$ cat src/rtl/sim_dwfifo_w2n.sv
// sim_dwfifo_w2n -- single-clock FIFO that stores double-width entries and
// delivers them as WIDTH-wide words, low half first. Each entry carries one
// (low only) or two (low then high) valid halves.
//
// Ports:
//   clk       clock, all state updates on the rising edge
//   rst       synchronous active-high reset (priority over flush_i)
//   flush_i   discard all contents this cycle; blocks writes and pops
//   wvalid_i  write request
//   wdata_i   entry data, [WIDTH-1:0] is the low half (delivered first)
//   wpair_i   1 = both halves valid, 0 = only the low half valid
//   wready_o  write accepted when wvalid_i && wready_o
//   rvalid_o  rdata_o holds a valid word
//   rdata_o   current narrow word
//   rready_i  consumer takes the word when rvalid_o && rready_i
//   count_o   number of occupied wide entries
module sim_dwfifo_w2n #(
  parameter int WIDTH = 32,
  parameter int DEPTH = 8
) (
  input  logic                     clk,
  input  logic                     rst,
  input  logic                     flush_i,
  input  logic                     wvalid_i,
  input  logic [2*WIDTH-1:0]       wdata_i,
  input  logic                     wpair_i,
  output logic                     wready_o,
  output logic                     rvalid_o,
  output logic [WIDTH-1:0]         rdata_o,
  input  logic                     rready_i,
  output logic [$clog2(DEPTH):0]   count_o
);

  localparam int AW = $clog2(DEPTH);
  localparam int CW = AW + 1;

  logic [2*WIDTH-1:0] ram_mem  [DEPTH];
  logic               pair_mem [DEPTH];

  logic [AW-1:0] wr_ptr_reg, wr_ptr_next;
  logic [AW-1:0] rd_ptr_reg, rd_ptr_next;
  logic [CW-1:0] cnt_reg,    cnt_next;
  logic          sel_reg,    sel_next;

  logic wr_en;
  logic pop;
  logic retire;

  // While rst is high the outputs already reflect the reset state, so a
  // consumer never sees stale contents during the reset cycle itself.
  assign wready_o = !flush_i && (rst || (cnt_reg != CW'(DEPTH)));
  assign rvalid_o = !rst && (cnt_reg != '0);
  assign count_o  = rst ? '0 : cnt_reg;
  assign rdata_o  = sel_reg ? ram_mem[rd_ptr_reg][2*WIDTH-1:WIDTH]
                            : ram_mem[rd_ptr_reg][WIDTH-1:0];

  assign wr_en  = wvalid_i && wready_o && !rst;
  // Pops during a flush are ignored; the flush clears everything anyway.
  assign pop    = rvalid_o && rready_i && !flush_i;
  // A pair entry stays after its low half is taken; only the last half
  // consumed retires the entry.
  assign retire = pop && (sel_reg || !pair_mem[rd_ptr_reg]);

  always_comb begin
    wr_ptr_next = wr_ptr_reg;
    rd_ptr_next = rd_ptr_reg;
    cnt_next    = cnt_reg;
    sel_next    = sel_reg;
    if (flush_i) begin
      wr_ptr_next = '0;
      rd_ptr_next = '0;
      cnt_next    = '0;
      sel_next    = 1'b0;
    end else begin
      if (wr_en) begin
        wr_ptr_next = wr_ptr_reg + 1'b1;
      end
      if (retire) begin
        rd_ptr_next = rd_ptr_reg + 1'b1;
        sel_next    = 1'b0;
      end else if (pop) begin
        sel_next = 1'b1;
      end
      case ({wr_en, retire})
        2'b10:   cnt_next = cnt_reg + 1'b1;
        2'b01:   cnt_next = cnt_reg - 1'b1;
        default: cnt_next = cnt_reg;
      endcase
    end
  end

  always_ff @(posedge clk) begin
    if (rst) begin
      wr_ptr_reg <= '0;
      rd_ptr_reg <= '0;
      cnt_reg    <= '0;
      sel_reg    <= 1'b0;
    end else begin
      wr_ptr_reg <= wr_ptr_next;
      rd_ptr_reg <= rd_ptr_next;
      cnt_reg    <= cnt_next;
      sel_reg    <= sel_next;
    end
  end

  // Storage is not cleared by reset or flush; validity is tracked by cnt.
  always_ff @(posedge clk) begin
    if (wr_en) begin
      ram_mem[wr_ptr_reg]  <= wdata_i;
      pair_mem[wr_ptr_reg] <= wpair_i;
    end
  end

  cnt_bound_a: assert property (@(posedge clk) disable iff (rst)
    cnt_reg <= CW'(DEPTH));

endmodule
$ cat config.mk
export PLATFORM = sky130hd
export DESIGN_NAME = sim_dwfifo_w2n
export DESIGN_NICKNAME = d
export VERILOG_FILES = /design/src/rtl/sim_dwfifo_w2n.sv
export SDC_FILE = /design/constraint.sdc
export NUM_CORES = 1
export LEC_CHECK = 0
export ABC_CLOCK_PERIOD_IN_PS = 10400
export CAP_MARGIN = 30
export CORE_ASPECT_RATIO = 0.8
export CORE_MARGIN = 3
export CORE_UTILIZATION = 59
export DETAILED_ROUTE_END_ITERATION = 10
export PLACE_DENSITY_LB_ADDON = 0.2
export SYNTH_ARGS = -nofsm -noshare
export SYNTH_HDL_FRONTEND = slang
export SYNTH_SLANG_ARGS = --single-unit
$ cat constraint.sdc
create_clock -name clk -period 10.4 [get_ports clk]
set_clock_uncertainty 0.1 [all_clocks]
set_input_delay 2.08 -clock clk [delete_from_list [all_inputs] [get_ports clk]]
set_output_delay 2.08 -clock clk [all_outputs]
set_load 0.03 [all_outputs]
==> results of run 1 <==
[metrics by stage]
| step | worst slack [ns] | total power, uW | cells | util [%] |
|---|---|---|---|---|
| 3_5_place_dp | 4.524 | 2520 | 1377 | 65.09 |
| 3_3_place_gp | 4.513 | 2516 | 1375 | 64.93 |
| 4_1_cts | 4.392 | 4391 | 1468 | 70.12 |
| 2_1_floorplan | 2.504 | 2455 | 827 | - |
| 6_report | 4.447 | 4357 | 1470 | 70.19 |
| 5_1_grt | 4.268 | 4485 | 1470 | 70.19 |
[cell type report]
cell class                      count  area (um2)
Timing Repair Buffer              126        1279
Sequential cell                   534       15910
Multi-Input combinational cell    250        4282
Antenna cell                        1       2.502
Inverter                            3       11.26
Fill cell                        2013       10090
Clock inverter                     29       385.4
Clock buffer                       62        1318
Tap cell                          465       581.8
[worst max-delay path, delay by kind of cell, from the launching register on]
kind                   cells  cell delay (ns)
muxes                      2             0.89
DFF                        1             0.49
buffers and inverters      3             1.76
[metal layers]
metal | GRT usage, % | vias up | routed length [um]
met2 | 33.06 | 289 | 18470
li1 | - | 3866 | -
met5 | 0 | - | 23
met3 | 3.918 | 51 | 2183
met1 | 33.62 | 4866 | 16760
met4 | 4.825 | 4 | 617
[report_power, final]
part           total, uW  switching (uW)  internal, uW
sequential          2370            3.35          2370
clock               1880             741          1140
combinational       99.8            54.0          45.8
[synthesized netlist by cell type, types with 4 or more instances]
cell type / number / area share, %
a21oi_1: 4 / 0.098
buf_1: 9 / 0.17
buf_2: 5 / 0.12
buf_6: 11 / 0.61
clkbuf_1: 14 / 0.26
dfxtp_1: 14 / 1.4
edfxtp_1: 520 / 77
ha_1: 5 / 0.31
mux2i_1: 5 / 0.25
mux4_2: 161 / 18
nand3_1: 5 / 0.12
nor2_1: 20 / 0.37
nor2b_1: 6 / 0.18
o21ai_0: 4 / 0.098
xor2_1: 5 / 0.21
[worst paths after layout]
kind / depth (start not counted) / start / slack (ns) / endpoint
worst max-delay path: 5 / register / 4.45 / rdata_o[11]
worst min-delay path: 2 / cnt_reg[3] / 0.45 / cnt_reg[3]
worst max register to register: 12 / register / 6.28 / cnt_reg[2]
worst min register to register: 2 / cnt_reg[3] / 0.45 / cnt_reg[3]
[kinds of logic after synthesis]
kind of cell | synth area share, %
muxes | 18.04
AOI/OAI and AO/OA | 0.7738
xor gates and xnor gates | 0.2149
buffers and inverters | 1.247
DFF | 78.01
and+or+nand+nor | 1.406
adders and majority gates | 0.3070
==> impl_metrics.csv, run 1 <==
group,metric,value,unit
placement,port_buffers,107,
clock_network,cts_tree,"done",
yosys,synth-edff-count,520,
floorplanning,core_area,33860,um2
routing,drtIter0Drc,773,
floorplanning,initial_core_util,60.18,%
routing,drcViolationCount,0,
yosys,synth_seq_area_share,78.01,%
routing,routed_wl,38050,um
worst_setup_path,path_class,"reg2out",
timing,setup-tns-final,0,ns
final_layout,nets,1039,
min_path,hp-class,"reg2reg",
worst_setup_path,cpPeakStageDelay,0.79,ns
timing,fin_crit,5.953,ns
timing,hold_viol,0,
worst_setup_path,worstSetupEndpointType,"output pin",
pwr,power_density,183.4,nW/um2
global_routing,grt_pass1_wl,58370,um
clock_network,htree_num_levels,2,
pwr,power.leakage,0.007200,uW
timing,worst_slew_margin_rel,34.84,%
final_layout,fin_area,23760,um2
global_routing,track_usage,21.58,%
clock_network,cts_max_path_buffers,3,
routing,viasPerCell,6.174,
routing,first_pass_iters,5,
timing,fmax,0.1680,GHz
yosys,synth_cell_types,38,
worst_setup_path,path_common_cell,"mux4_2",
floorplanning,dieArea,36810,um2
timing,finalCritPeriodShare,57.24,%
yosys,async_reset_ff_share,0,%
timing,tightest_slew,0.9774,ns
routing,vias,9076,
final_layout,largest_register_ffs,512,
global_routing,grt_pass1_vias,9317,
clock_network,post_cts_resized,0,
clock_network,cts_buffers,49,
yosys,ys.flop_type,"edfxtp_1",
yosys,yosys_warnings,0,
final_layout,final_common_cell,"edfxtp_1",
floorplanning,die_x,213.8,um
final_layout,area_growth_syn_to_layout,16.63,%
clock_network,clkSlewWorstSetupHoldPaths,0.06,ns
timing,hold_slack,0.4452,ns
placement,dp_hpwl,20060,um
yosys,syn-num-nets,902,
worst_setup_path,crit_slowest_cell,"buf_4",
floorplanning,placementRows,60,
clock_network,insertion_delay,0.54,ns
floorplanning,io_pins,108,
yosys,ys_ff_latch,534,
worst_setup_path,crit_required,8.22,ns
routing,wire_per_inst,25.88,um
clock_network,cts_root_buf,"clkbuf_16",
global_routing,grt_max_degree,77,
clock_network,cts_sinks,534,
global_routing,grt_antenna_before_repair,3,
timing,rsz0062_at_grt,"false",
routing,ant_nets,0,
worst_setup_path,cp-start-kind,"register",
global_routing,grt-ovfl-total,0,
floorplanning,die_h,172.2,um
final_layout,drive_above_1_share,26.10,%
worst_setup_path,crit_arrival,3.77,ns
run,max_cap_violations,0,
outcome,run_status,"finished clean",
timing,drv_slew,0,
worst_setup_path,path_cells,"buf_16 -> buf_4 -> mux4_2 -> mux4_2 -> clkdlybuf4s50_1",
clock_network,ctsHoldBuffers,0,
yosys,syn_area,20380,um2
timing,finalSetupViolations,0,
placement,gp_congestion,0.6978,
worst_setup_path,cp_max_fo,65,
yosys,netlist_instances,827,
clock_network,postCtsSetupRepairBufs,0,
pwr,ir_drop,0.1533,mV
final_layout,layout_common_cells,"edfxtp_1 (520), mux4_2 (161), clkdlybuf4s50_1 (107), clkbuf_16 (51), buf_4 (15)",
placement,placed_area,22040,um2
yosys,syn_avg_cell_area,24.64,um2
(Power assumes the default switching activity.)
==> run 2: changes to the inputs <==
Settings changed: ABC_CLOCK_PERIOD_IN_PS 10400 to 6100.
Clock period 10.4 ns to 6.1 ns, I/O delays scaled along.
==> impl_metrics.csv, run 2 (synthesized netlist as in run 1, its figures left out) <==
group,metric,value,unit
worst_setup_path,cpPeakStageDelay,0.88,ns
clock_network,post_cts_resized,0,
clock_network,cts_max_path_buffers,3,
routing,ant_nets,0,
worst_setup_path,cp-start-kind,"register",
floorplanning,placementRows,60,
final_layout,area_growth_syn_to_layout,16.35,%
worst_setup_path,crit_required,4.78,ns
routing,drtIter0Drc,843,
floorplanning,die_x,213.8,um
global_routing,grt_max_degree,66,
worst_setup_path,worstSetupEndpointType,"output pin",
final_layout,nets,1046,
timing,finalCritPeriodShare,81.28,%
worst_setup_path,path_common_cell,"mux4_2",
outcome,run_status,"finished clean",
worst_setup_path,path_class,"reg2out",
placement,dp_hpwl,21320,um
placement,dp.cells,1384,
clock_network,cts_tree,"done",
worst_setup_path,r2r-end,"cnt_reg[2]",
floorplanning,core_area,33860,um2
global_routing,track_usage,22.03,%
final_layout,drive_above_1_share,25.97,%
final_layout,fin_cells,1474,
routing,drcViolationCount,0,
worst_setup_path,cp_top_family,"multiplexers",
floorplanning,die_h,172.2,um
worst_setup_path,r2r_slack,2.09,ns
min_path,hp-class,"reg2reg",
worst_setup_path,path_cells,"buf_4 -> mux4_2 -> mux4_2 -> clkdlybuf4s50_1",
timing,worst_slew_margin_rel,38.88,%
timing,tightest_slew,0.9158,ns
worst_setup_path,r2r_cells,12,
worst_setup_path,cp_max_fo,38,
routing,routed_wl,39210,um
pwr,power_density,300.8,nW/um2
clock_network,cts_buffers,50,
global_routing,grt_pass1_wl,59740,um
placement,port_buffers,107,
timing,hold_viol,0,
final_layout,layout_common_cells,"edfxtp_1 (520), mux4_2 (161), clkdlybuf4s50_1 (107), clkbuf_16 (53)",
routing,first_pass_iters,5,
clock_network,clkSlewWorstSetupHoldPaths,0.06,ns
global_routing,grt_antenna_before_repair,2,
clock_network,cts_sinks,534,
final_layout,final_common_cell,"edfxtp_1",
timing,fin_crit,4.958,ns
final_layout,n_antenna_cell,0,
placement,gp_congestion,0.7027,
final_layout,largest_register_ffs,512,
global_routing,grt_pass1_vias,9430,
clock_network,postCtsSetupRepairBufs,0,
worst_setup_path,crit_slowest_cell,"dfxtp_4",
clock_network,htree_num_levels,2,
floorplanning,io_pins,108,
min_path,min_from,"cnt_reg[3]",
pwr,ir_drop,0.2873,mV
routing,viasPerCell,6.152,
clock_network,insertion_delay,0.56,ns
timing,setup-tns-final,0,ns
pwr,power.leakage,0.007146,uW
timing,finalSetupViolations,0,
run,max_cap_violations,0,
clock_network,cts_root_buf,"clkbuf_16",
clock_network,ctsHoldBuffers,0,
min_path,holdPathEnd,"cnt_reg[3]",
worst_setup_path,crit_arrival,3.64,ns
routing,wire_per_inst,26.60,um
worst_setup_path,cp.buffers_inverters,2,
timing,rsz0062_at_grt,"false",
floorplanning,dieArea,36810,um2
routing,vias,9068,
global_routing,grt-ovfl-total,0,
floorplanning,initial_core_util,60.18,%
timing,fmax,0.2017,GHz
timing,drv_slew,0,
min_path,hold_depth,2,
-- run 2: area by class of cell --
type / count / area, um2
sequential: 534 / 15910
fill: 1968 / 10150
multi-input combinational: 250 / 4294
timing repair buffer: 132 / 1384
clock buffer: 67 / 1379
tap: 465 / 581.8
clock inverter: 23 / 151.4
inverter: 3 / 11.26
-- run 2: worst max path at each step --
| stage | slack (ns) | cells past startpoint | startpoint | end |
|---|---|---|---|---|
| after floorplan | 0.81 | 4 | rst | pair_mem[2] |
| after global placement | 1.70 | 4 | register | rdata_o[4] |
| after detailed placement | 1.62 | 5 | rst | ram_mem[1][44] |
| after CTS | 1.05 | 4 | register | rdata_o[4] |
| after global routing | 0.94 | 4 | register | rdata_o[4] |
| final | 1.14 | 4 | register | rdata_o[4] |
-- run 2: through the flow --
step	utilization, %	hold slack [ns]	instance area (um2)	setup slack (ns)	power [uW]
floorplan	-	0.3947	20390	0.8092	4184
global placement	65.50	0.4335	22180	1.697	4295
detailed placement	65.50	0.4547	22180	1.616	4300
CTS	70.02	0.4671	23710	1.050	7187
global route	70.02	0.5122	23710	0.9352	7333
finish	70.02	0.4704	23710	1.142	7131
-- run 2: layer usage --
layer  track usage, %  up-vias  share of wire (%)
li1                 -     3875                  -
met1            34.36     4863                 45
met3            4.662       46                6.3
met4            4.193        4                1.3
met2            33.57      280                 48
met5                0        -              0.056
-- run 2: power breakdown --
| group | switching, uW | total (uW) | internal (uW) |
|---|---|---|---|
| Sequential | 6.13 | 4050 | 4040 |
| Combinational | 94.7 | 174 | 79.1 |
| Clock | 1250 | 2910 | 1660 |
| Total | 1350 | 7130 | 5780 |
-- run 2: worst min-delay path, cell delays in order, from the launching register on --
cell and delay (ns):
dfxtp_1 0.37, nand3_1 0.10, a21oi_1 0.06
==> edit, RTL diff (settings of run 2) <==
The parameter `WIDTH` goes from 32 to 16.
--- a/src/rtl/sim_dwfifo_w2n.sv
+++ b/src/rtl/sim_dwfifo_w2n.sv
@@ -15,7 +15,7 @@
 //   rready_i  consumer takes the word when rvalid_o && rready_i
 //   count_o   number of occupied wide entries
 module sim_dwfifo_w2n #(
-  parameter int WIDTH = 32,
+  parameter int WIDTH = 16,
   parameter int DEPTH = 8
 ) (
   input  logic                     clk,
Interface: changed (resized rdata_o and wdata_i); port bits go from 108 to 60. No check against the original RTL was run, so the function may have changed too.
==> edit against run 2 <==
Combinational power decreased by 45%. Synthesized area decreased by 47%. Cell area decreased by 47%. Power decreased by 47%. Sequential cell count decreased by 256. Worst setup slack improved by 0.21 ns. Routed wire length decreased by 49%. Worst hold slack got worse by 0.014 ns. Largest cell class unchanged. Largest power group unchanged.
==> edit: results (changes against run 2) <==
| Metric | Value |
|---|---|
| Post-Synth XOR/XNOR Area | 0.00405 (+0.00190) |
| Met2 Wirelength | 9840 um (-47%) |
| Vias in the first global route | 5,280 (-44%) |
| Commonest cells in the netlist | edfxtp_1 (264), mux4_2 (81), nor2_1 (19) |
| Post-CTS setup buffer count | 0 (unchanged) |
| Number of buffers created by CTS | 26 (-48%) |
| Seq/total area | 0.655 (-0.0161) |
| Post-DR wirelength/cell | 25.0 um (-5.9%) |
| Initial antenna violation count | 0 (-2) |
| WP data arrival | 3.43 ns (-0.21 ns) |
| Synth area leaders | edfxtp_1 (73%), mux4_2 (17%), dfxtp_1 (2.6%) |
| Fillers | 1,067 (-46%) |
| IO Port Bufs | 59 (-45%) |
| Sequential element share of the synthesized area | 0.759 (-0.0207) |
| Portion of netlist area occupied by mux cells | 0.173 (-0.00699) |
| Adder-Cell Fraction of Synth Area | 0.00579 (+0.00272) |
| Top layer used by detailed routing | met4 |
| 1st-iter DRT viols | 439 (-48%) |
| Placer Congestion | 0.726 (+3.3%) |
| Largest net degree at the start of global routing | 37 (-44%) |
| Met3 Routed Length | 1530 um (-38%) |
| N_diodes | 1 (+1) |
| Setup crit start kind | flip-flop |
| Worst rel slew slack | 0.349 (-0.0401) |
| Bufs w/o clock | 73 (-45%) |
| Max FFs per register | 256 (-50%) |
| Grt met1 use | 0.316 (-0.0278) |
| Multi-In Gates | 170 (-32%) |
| Status | finished clean |
| Switching power | 0.698 mW (-48%) |
| Global-route wire length before repair | 31,100 um (-48%) |
| Hold Path Cell Cnt | 2 (unchanged) |
| Clock Buffer Count | 37 (-45%) |
| Post-synth EDFFs | 264 (-49%) |
| H-tree levels | 1 (-1) |
| CP max FO | 36 (-5.3%) |
| Met3 Use GR | 0.0359 (-0.0107) |
| Multi-input combinational area share | 0.198 (+0.0172) |
| Nets@finish | 595 (-43%) |
| Via density per instance | 6.25 (+1.6%) |
| Clock-cell share of area | 0.0658 (+0.00129) |
| Metal-1 WL | 8190 um (-53%) |
| Sequential cell count | 278 (-48%) |
| Reg2Reg Setup Slack | 2.40 ns (+0.31 ns) |
| GRT Util Overall | 0.209 (-0.0116) |
| Signal buf overhead | 0.0575 (-0.000911) |
| Peak supply drop | 193 uV (-33%) |
| GR Util met2 | 0.333 (-0.00275) |
| Power Density | 299 nW/um^2 (-0.69%) |
| Dpl hpwl | 11,600 um (-46%) |
| Share of cells above drive strength 1 | 0.256 (-0.00397) |
| Drt pass-1 iters | 4 (-1) |
-- edit: cell types whose count changed in the layout (fill, tap and decap cells not counted), moves of 3 or more --
cell             delta
buf_4               -3
mux4_2             -80
buf_12              -8
clkinv_1           -13
clkdlybuf4s50_1    -48
clkbuf_16          -26
clkbuf_1            -5
edfxtp_1          -256
-- edit: per-stage QoR --
stage / hold WS, ns / util / setup WS, ns / cells / instance area, sq um
floorplan: 0.395 / - / 1.32 / 473 / 10800
global placement: 0.417 / 0.664 / 1.85 / 749 / 11700
detailed placement: 0.448 / 0.664 / 1.69 / 749 / 11700
CTS: 0.453 / 0.711 / 1.29 / 796 / 12500
global route: 0.495 / 0.711 / 1.18 / 796 / 12500
finish: 0.456 / 0.711 / 1.35 / 797 / 12500
-- edit: worst max-delay path, stage by stage, from the launching register on --
cell and delay (ns):
dfxtp_4 0.76, buf_12 0.35, mux4_2 0.56, mux4_2 0.54, clkdlybuf4s50_1 0.62
